`src/rtl/mmio_uart_buffer.sv`:
```
// mmio_uart_buffer
//   Memory-mapped UART buffer between the execute/memory stage and the UART
//   byte engines. A data register at BASE pops the RX FIFO on load and pushes
//   the TX FIFO on store. A status register at BASE+1 reports the FIFO counts,
//   the sticky RX overflow flag, TX-not-full and RX-non-empty.
//   The pipeline is stalled only for a load when RX is empty, or for a store
//   when TX is full.
//
// Ports
//   clk, rst           clock; asynchronous active-low reset
//   n_stall_in         advance from the other stall sources (1 = advance)
//   req_re, req_we     load / store request this cycle
//   req_addr           request address
//   req_wdata          store data; only [7:0] is used
//   io_n_stall         0 = stall request (combinational, registered flags only)
//   io_hit_q           registered: previous accepted load hit this block
//   io_rdata           registered load data
//   rx_byte, rx_strobe received byte and its one-cycle valid pulse
//   tx_byte, tx_valid  TX FIFO head and non-empty flag
//   tx_ready           transmitter consumes tx_byte when tx_valid && tx_ready
module mmio_uart_buffer #(
  parameter int unsigned       ADDR_W   = 25,
  parameter logic [ADDR_W-1:0] BASE     = '0,
  parameter int unsigned       RX_DEPTH = 16,
  parameter int unsigned       TX_DEPTH = 16
) (
  input  logic              clk,
  input  logic              rst,
  input  logic              n_stall_in,
  input  logic              req_re,
  input  logic              req_we,
  input  logic [ADDR_W-1:0] req_addr,
  input  logic [31:0]       req_wdata,
  output logic              io_n_stall,
  output logic              io_hit_q,
  output logic [31:0]       io_rdata,
  input  logic [7:0]        rx_byte,
  input  logic              rx_strobe,
  output logic [7:0]        tx_byte,
  output logic              tx_valid,
  input  logic              tx_ready
);

  localparam int unsigned RX_AW = $clog2(RX_DEPTH);
  localparam int unsigned RX_CW = RX_AW + 1;
  localparam int unsigned TX_AW = $clog2(TX_DEPTH);
  localparam int unsigned TX_CW = TX_AW + 1;

  logic [7:0]       rx_mem [RX_DEPTH];
  logic [7:0]       tx_mem [TX_DEPTH];
  logic [RX_AW-1:0] rx_rptr, rx_wptr;
  logic [TX_AW-1:0] tx_rptr, tx_wptr;
  logic [RX_CW-1:0] rx_count;
  logic [TX_CW-1:0] tx_count;
  logic             rx_ovf;

  logic dsel, ssel, rx_empty, rx_full, tx_full, acc;
  logic rx_pop, rx_push, ovf_set, stat_rd, tx_push, tx_pop;
  logic unused_wdata;

  assign unused_wdata = ^req_wdata[31:8];

  assign dsel     = (req_addr == BASE);
  assign ssel     = (req_addr == BASE + ADDR_W'(1));
  assign rx_empty = (rx_count == '0);
  assign rx_full  = (rx_count == RX_CW'(RX_DEPTH));
  assign tx_full  = (tx_count == TX_CW'(TX_DEPTH));

  assign io_n_stall = ~((req_re && dsel && rx_empty) || (req_we && dsel && tx_full));
  assign acc        = n_stall_in && io_n_stall;

  assign rx_pop  = acc && req_re && dsel;
  assign stat_rd = acc && req_re && ssel;
  assign tx_push = acc && req_we && dsel;
  assign tx_pop  = tx_valid && tx_ready;
  // A full RX FIFO still takes the byte when the CPU frees a slot this edge;
  // wptr equals rptr then, and the popped value is read before the overwrite.
  assign rx_push = rx_strobe && (!rx_full || rx_pop);
  assign ovf_set = rx_strobe && !rx_push;

  assign tx_valid = (tx_count != '0);
  assign tx_byte  = tx_mem[tx_rptr];

  // FIFO storage carries no reset.
  always_ff @(posedge clk) begin
    if (rx_push) rx_mem[rx_wptr] <= rx_byte;
    if (tx_push) tx_mem[tx_wptr] <= req_wdata[7:0];
  end

  always_ff @(posedge clk or negedge rst) begin
    if (!rst) begin
      rx_rptr  <= '0;
      rx_wptr  <= '0;
      rx_count <= '0;
      tx_rptr  <= '0;
      tx_wptr  <= '0;
      tx_count <= '0;
      rx_ovf   <= 1'b0;
      io_rdata <= '0;
      io_hit_q <= 1'b0;
    end else begin
      if (rx_push) rx_wptr <= rx_wptr + RX_AW'(1);
      if (rx_pop)  rx_rptr <= rx_rptr + RX_AW'(1);
      case ({rx_push, rx_pop})
        2'b10:   rx_count <= rx_count + RX_CW'(1);
        2'b01:   rx_count <= rx_count - RX_CW'(1);
        default: rx_count <= rx_count;
      endcase

      if (tx_push) tx_wptr <= tx_wptr + TX_AW'(1);
      if (tx_pop)  tx_rptr <= tx_rptr + TX_AW'(1);
      case ({tx_push, tx_pop})
        2'b10:   tx_count <= tx_count + TX_CW'(1);
        2'b01:   tx_count <= tx_count - TX_CW'(1);
        default: tx_count <= tx_count;
      endcase

      // A new overflow on the same edge as a status read keeps the flag set.
      if (ovf_set)      rx_ovf <= 1'b1;
      else if (stat_rd) rx_ovf <= 1'b0;

      if (n_stall_in) begin
        io_hit_q <= acc && req_re && (dsel || ssel);
        if (rx_pop)
          io_rdata <= {24'b0, rx_mem[rx_rptr]};
        else if (stat_rd)
          io_rdata <= {8'b0, 8'(tx_count), 8'(rx_count), 5'b0,
                       rx_ovf, !tx_full, !rx_empty};
      end
    end
  end

endmodule

```
`config.mk`:
```
export PLATFORM = sky130hd
export DESIGN_NAME = mmio_uart_buffer
export DESIGN_NICKNAME = d
export VERILOG_FILES = /design/src/rtl/mmio_uart_buffer.sv
export SDC_FILE = /design/constraint.sdc
export NUM_CORES = 1
export LEC_CHECK = 0
export ABC_CLOCK_PERIOD_IN_PS = 3100
export CORE_UTILIZATION = 41
export DETAILED_ROUTE_END_ITERATION = 8
export GPL_ROUTABILITY_DRIVEN = 0
export MAX_ROUTING_LAYER = met4
export PLACE_DENSITY = 0.75
export SYNTH_ARGS = -nofsm -noshare
export SYNTH_HDL_FRONTEND = slang
export SYNTH_SLANG_ARGS = --single-unit
```
`constraint.sdc`:
```
create_clock -name clk -period 3.1 [get_ports clk]
set_input_delay 0.62 -clock clk [delete_from_list [all_inputs] [get_ports clk]]
set_output_delay 0.62 -clock clk [all_outputs]
set_load 0.005 [all_outputs]
```
==> flow_summary_export.csv <==
group,metric,value,unit
run_status,status,"finished clean",
grt,grt_pass1_wl,40300,µm
detailed_routing,drc,0,
pwr,switchingPower,0.00274,W
floorplanning,die_h,176,µm
sta,finClkSkew,21.2,ps
clock_network,clk_pin_slew,60,ps
pwr,p_int,0.00806,W
grt,met3_usage,0.0254,
setup_path,start_kind,"register",
pwr,combPwrFrac,0.220,
floorplanning,core.rowCount,63,
pwr,clockPowerShare,0.321,
run,maxCapViolCount,0,
placement,dpl_cell_area,14100,µm²
sta,rsz0062_at_grt,"yes",
finish,layout_commonest_cell,"edfxtp_1",
logic_synthesis,async_reset_ff_frac,0.152,
logic_synthesis,yosys_register_bits,302,
floorplanning,io_pins,115,
clock_network,clock-sinks,302,
logic_synthesis,avgSynthCellArea,18.3,µm²
setup_path,path_class,"register to output port",
floorplanning,coreArea,29700,µm²
sta,slew_viol_final,0,
detailed_routing,drt-total-wl,25300,µm
grt,gr-usage-all-layers,0.175,
sta,post-route-period-util,0.996,
setup_path,cp_cell_sequence,"buf_12 > buf_16 > mux4_2 > mux4_2 > buf_6",
floorplanning,fp.dieArea,31000,µm²
setup_path,cp_data_arrival_time,2470,ps
detailed_routing,wl_per_cell,20.3,µm
logic_synthesis,yosys_warnings,0,
pwr,power_density,710,nW/µm²
logic_synthesis,yosysSeqAreaShare,0.711,
hold_path,min-delay-path-class,"primary input to asynchronous set/reset pin",
detailed_routing,vias,6544,
detailed_routing,drtIter0Drc,470,
finish,multi_input_area,3430,µm²
pwr,seq_power_share,0.459,
logic_synthesis,ys_top_cells_by_area,"edfxtp_1 (62%), mux4_2 (13%), dfrtp_1 (9.3%), ha_1 (1.7%), mux2i_1 (1.5%)",
clock_network,cts_root_buffer,"clkbuf_16",
detailed_routing,first_pass_iters,4,
detailed_routing,final_antenna_net_count,0,
finish,final.fill_count,2350,
setup_path,cpMostUsedCell,"mux4_2",
grt,use_met2,0.298,
logic_synthesis,synth_top_flop_cell,"edfxtp_1",
logic_synthesis,synth.largest_area_cell,"edfxtp_1",
sta,hold_viol_final,0,
clock_network,cts_tree,"done",
clock_network,numCtsBuffers,30,
grt,grt_pass1_vias,7000,
finish,seqCellArea,8840,µm²
finish,drive_gt1_frac,0.277,
placement,pre_cts_ws,-783,ps
grt,grt_start_max_net_pins,35,
grt,use_met1,0.222,
logic_synthesis,synthCells,678,
clock_network,htreeDepth,1,
sta,slew_headroom,0.513,
sta,setup-tns-final,0,ps
setup_path,required,2480,ps
logic_synthesis,synth_edf_count,256,
grt,antenna_found_initial,0,
pwr,leakage,5.37,nW
sta,finalSetupViolations,0,
finish,n_antenna_cell,0,
finish,final_nets,922,
finish,final_cell_mix,"edfxtp_1 (256), mux4_2 (72), buf_4 (70)",
setup_path,cp-end-kind,"output port",
pwr,switching_share,0.254,
detailed_routing,vias_per_cell,5.27,
logic_synthesis,synth_top_area_frac,0.619,
logic_synthesis,synthesis.area,12400,µm²
floorplanning,chipWidth,176,µm
finish,finalInstanceArea,15200,µm²
floorplanning,start_util,0.418,
setup_path,slowest_stage,"dfrtp_2",
grt,grt_overflow,0,
sta,fmax,324,MHz
clock_network,clockBufferDepth,3,
setup_path,path_max_fanout,6,
sta,fin_ws,12.6,ps
pwr,ir_drop,0.000431,V
placement,dp_hpwl,16800,µm
sta,worst_pin_slew,730,ps
placement,portBuffers,76,
clock_network,clk_latency,540,ps
logic_synthesis,ys_types,56,
grt,grt_busiest_layer,"met2",
setup_path,slowest_delay,520,ps
sta,fin_crit,3090,ps
finish,syn_to_final_growth,22.4,%
clock_network,hold_buffers,0,
synthesized netlist by cell type, types with 4 or more instances:
cell      count
a21oi_1       5
a221oi_1      5
a22o_1        5
buf_1        12
buf_4        14
clkbuf_1     16
dfrtp_1      46
edfxtp_1    256
ha_1         17
inv_1        15
mux2_2        4
mux2i_1      18
mux4_2       72
nand2_1      26
nand2b_1      5
nand3_1      14
nand4_1       5
nor2_1       42
nor2b_1       5
nor3_1       10
nor4_1        6
o21ai_0      14
or4_1         4
xnor2_1      14
xor2_1        5
metal layers:
metal	vias up	routed length [µm]	part of all wire
met3	38	1120	0.044
li1	2960	-	-
met1	3370	10600	0.42
met2	176	13100	0.52
met5	-	0	0
met4	0	446	0.018
power by group through the flow:
stage | Clock [W] | Combinational (W) | Sequential [W]
4_1_cts | 0.00353 | 0.00245 | 0.00495
2_1_floorplan | 0 | 0.00150 | 0.00488
3_3_place_gp | 0 | 0.00224 | 0.00500
6_report | 0.00347 | 0.00238 | 0.00495
3_5_place_dp | 0 | 0.00230 | 0.00502
5_1_grt | 0.00368 | 0.00258 | 0.00498
critical path, delay by kind of cell, from the launching register on:
kind	cells	cell delay [ps]
flops	1	520
mux	2	990
buf+inv	3	420
cell families after synthesis:
family,after synthesis,share of synthesized area
DFF,302,0.711
and+or+nand+nor,134,0.0550
muxes,94,0.149
buffers and inverters,64,0.0260
AOI/OAI and AO/OA,45,0.0249
adders and majority gates,19,0.0203
xor gates and xnor gates,19,0.0134
other,1,0.000302
stage by stage:
stage	cells	hold WS, ps	total power [W]	util
2_1_floorplan	691	324	0.00638	-
3_3_place_gp	1178	480	0.00724	0.475
3_5_place_dp	1178	492	0.00732	0.475
4_1_cts	1241	143	0.0109	0.512
5_1_grt	1241	177	0.0112	0.512
6_report	1241	122	0.0108	0.512
final timing paths:
kind / startpoint / end / slack [ps] / cells past startpoint
max: tx_rptr[0]$_DFFE_PN0P_ / tx_byte[5] / 10 / 5
min: rst / io_rdata[4]$_DFFE_PN0P_ / 120 / 1
max reg2reg: rx_count[2]$_DFFE_PN0P_ / tx_count[4]$_DFFE_PN0P_ / 160 / 13
min reg2reg: rx_wptr[3]$_DFFE_PN0P_ / rx_wptr[3]$_DFFE_PN0P_ / 500 / 1
max in group asynchronous: rst / tx_wptr[3]$_DFFE_PN0P_ / 2330 / 2
min in group clk: rx_wptr[3]$_DFFE_PN0P_ / rx_wptr[3]$_DFFE_PN0P_ / 500 / 1
area by class of cell:
type                       instances  share of cell area
sequential                       302               0.582
timing repair buffer             157              0.0949
multi-input combinational        325               0.226
clock inverter                    16             0.00963
clock buffer                      36              0.0523
tap                              390              0.0321
inverter                          15             0.00387
registers in the layout, indices dropped and copies added (netlist names):
| signal | flops |
|---|---|
| rx_mem | 128 |
| io_hit_q | 1 |
| rx_ovf | 1 |
| tx_wptr | 4 |
| rx_rptr | 4 |
| rx_count | 5 |
| tx_rptr | 4 |
| rx_wptr | 4 |
| tx_mem | 128 |
| io_rdata | 18 |
| tx_count | 5 |
repair_timing:
item | 4_1_cts | 5_1_grt
endpoints found under the hold margin | 0 | 0
gates cloned | 3 | 0
buffers inserted | 9 | 2
setup endpoints to repair | 13 | 14
resized for setup | 59 | 13
pin swaps | 12 | 11
Note: power is estimated with default switching activity, not from simulation.
==> variant (config.mk and constraints unchanged) <==
Change the parameter `RX_DEPTH` from 16 to 32.
--- a/src/rtl/mmio_uart_buffer.sv
+++ b/src/rtl/mmio_uart_buffer.sv
@@ -23,3 +23,3 @@
   parameter logic [ADDR_W-1:0] BASE     = '0,
-  parameter int unsigned       RX_DEPTH = 16,
+  parameter int unsigned       RX_DEPTH = 32,
   parameter int unsigned       TX_DEPTH = 16
Behaviour: no difference found for any inputs over 4 cycles, from zero or initial values and one cycle with rst low; that may be too few to reach the edited logic, so the function may still have changed.
==> variant against the unedited design <==
Worst setup slack improved by 0.023 ns. Wire length increased by 50%. Total power grew 38%. Highest routed layer unchanged. Sequential cell count rose by 132. Critical endpoint unchanged. First-iteration DRC count rose by 81%. Non-clock buffer count grew 46. Clock power up 56%. Synthesized area grew 42%. Combinational power up 5%. Cell area grew 41%. Critical path depth rose by 1. Final cell count grew 41%. Die area up 42%.
==> variant: results (changes against the unedited design) <==
[grt]
grt_max_degree = 37  ; +5.7%
met3_usage_pct = 3.52  ; +0.98 points
grt_pass1_vias = 9880  ; +41%
antenna_found_initial = 0  ; unchanged
grtUsageMet1_pct = 23.9  ; +1.7 points
use_met2_pct = 29.0  ; -0.73 points
grt_pass1_wl_mm = 58.4  ; +45%
track_usage_pct = 18.1  ; +0.54 points

[drt]
ant_nets = 0  ; unchanged
drtIter0Drc = 853  ; +81%
routed_wl_mm = 37.9  ; +50%
firstDrtPassIters = 6  ; +2
avgViaCountPerCell = 5.48  ; +3.9%

[worst_setup_path]
r2r_cells = 12  ; -1
cp_slowest_stage_delay_ns = 0.52  ; about the same
reg2reg_to = tx_count[4]$_DFFE_PN0P_
critical_path.top_delay_family = multiplexers
cpMaxStageDelayCell = mux4_2
arrival_ns = 2.44  ; -0.03 ns
rrSetupSlack_ns = 0.09  ; -0.07 ns
worst-path-max-fanout = 7  ; +1

[logic_synthesis]
synth_top_cells_by_count = edfxtp_1, mux4_2, dfrtp_1
synth_cell_types = 63  ; +13%
synth_enable_flop_cells = 384  ; +50%
syn_inst = 981  ; +45%
ys_async_sr_fraction_pct = 11.5  ; -3.7 points
ys_seq_area_share_pct = 72.3  ; +1.1 points
synthTopCellsByArea = edfxtp_1, mux4_2, dfrtp_1

[sta]
fin_skew_ns = 0.0179  ; -0.00336 ns
period_minus_slack_ns = 3.06  ; -0.0232 ns
worst_pin_slew_ns = 0.725  ; -0.00483 ns

[clock_tree]
ctsHtreeMaxLevel = 2  ; +1
root_buffer = clkbuf_16
cts_buffers = 44  ; +47%
clk-insertion-delay-late_ns = 0.56  ; +0.02 ns
clk_pin_slew_worst_paths_ns = 0.06  ; about the same

[layout]
nets = 1270  ; +38%
drive_gt1_share_pct = 26.2  ; -1.6 points
layoutNonFillerInstCount = 1751  ; +41%
top_regs = rx_mem x256, tx_mem x128, io_rdata x19

[power]
peakVddDrop_uv = 391  ; -9.4%
p_leak_uw = 0.00726  ; +35%

[placed_design]
dpl.hpwl_mm = 24.5  ; +46%
port_buffers = 77  ; +1.3%
placedCellCount = 1664  ; +41%
pre_cts_slack_ns = -0.410  ; +0.372 ns

[outcome]
outcome = complete, no violations

[variant: cell types whose count changed in the layout (fill, tap and decap cells not counted), sizes merged, moves of 10 or more]
cell / delta
and2: +11
clkbuf: +21
edfxtp: +128
buf: +41
mux2: +11
a21oi: +21
mux4: +10
mux2i: +20
nand2: +22
[variant: worst min-delay path by stage]
stage                                to  depth (start not counted)  slack (ns)
2_1_floorplan      io_hit_q$_DFFE_PN0P_                          0        0.32
3_5_place_dp    io_rdata[4]$_DFFE_PN0P_                          2        0.49
5_1_grt        io_rdata[11]$_DFFE_PN0P_                          1        0.09
6_report         tx_rptr[3]$_DFFE_PN0P_                          1        0.06
4_1_cts          tx_rptr[2]$_DFFE_PN0P_                          1        0.05
3_3_place_gp    io_rdata[4]$_DFFE_PN0P_                          2        0.49
[variant: through the flow]
stage	util (%)	instance area (sq um)	hold slack [ns]	setup TNS (ns)
3_5_place_dp	47.2	19900	0.490	-1.04
3_3_place_gp	47.2	19900	0.487	-0.519
6_report	50.9	21500	0.0560	0
4_1_cts	50.9	21500	0.0490	-0.0880
2_1_floorplan	-	17700	0.324	0
5_1_grt	50.9	21500	0.0852	-0.121
[variant: power by group]
part | internal (uW) | switching, uW
Sequential | 6700 | 288
Clock | 3230 | 2200
Combinational | 1350 | 1160
Total | 11300 | 3640
[variant: layout make-up]
| class | instances | area (sq um) |
|---|---|---|
| fill | 3347 | 20700 |
| sequential | 434 | 12800 |
| multi-input combinational | 478 | 4570 |
| timing repair buffer | 203 | 1910 |
| clock buffer | 57 | 1190 |
| tap | 539 | 674 |
| clock inverter | 23 | 298 |
| inverter | 17 | 63.8 |
[variant: layer usage]
| metal | vias up | part of all wire (%) |
|---|---|---|
| met5 | - | 0 |
| met2 | 361 | 49 |
| met3 | 55 | 7.4 |
| met4 | 0 | 1.6 |
| met1 | 4912 | 42 |
| li1 | 4267 | - |
[variant: worst reg2reg max path: cells and delay by family, from the launching register on]
| kind | cells | cell delay (ns) |
|---|---|---|
| AND/OR/NAND/NOR | 4 | 1.31 |
| adder cells (fa/ha/maj) | 2 | 0.60 |
| flip-flops | 1 | 0.38 |
| XOR/XNOR | 2 | 0.28 |
| AO/OA/AOI/OAI | 2 | 0.19 |
| buffers and inverters | 2 | 0.15 |
[variant: cell families after synthesis]
family	synth area share [%]
compound gates	3.95
xor+xnor	1.09
fa+ha+maj	1.50
buf+inv	2.22
flops	72.3
mux	13.6
other cells	0.0212
simple gates	5.37
[variant: what timing repair did]
action	4_1_cts	5_1_grt
pin swaps	1	1
hold buffers	0	0
setup buffers	4	3
cloned	1	0
resized for setup	32	8
setup endpoints to repair	9	10
endpoints found under the hold margin	0	0
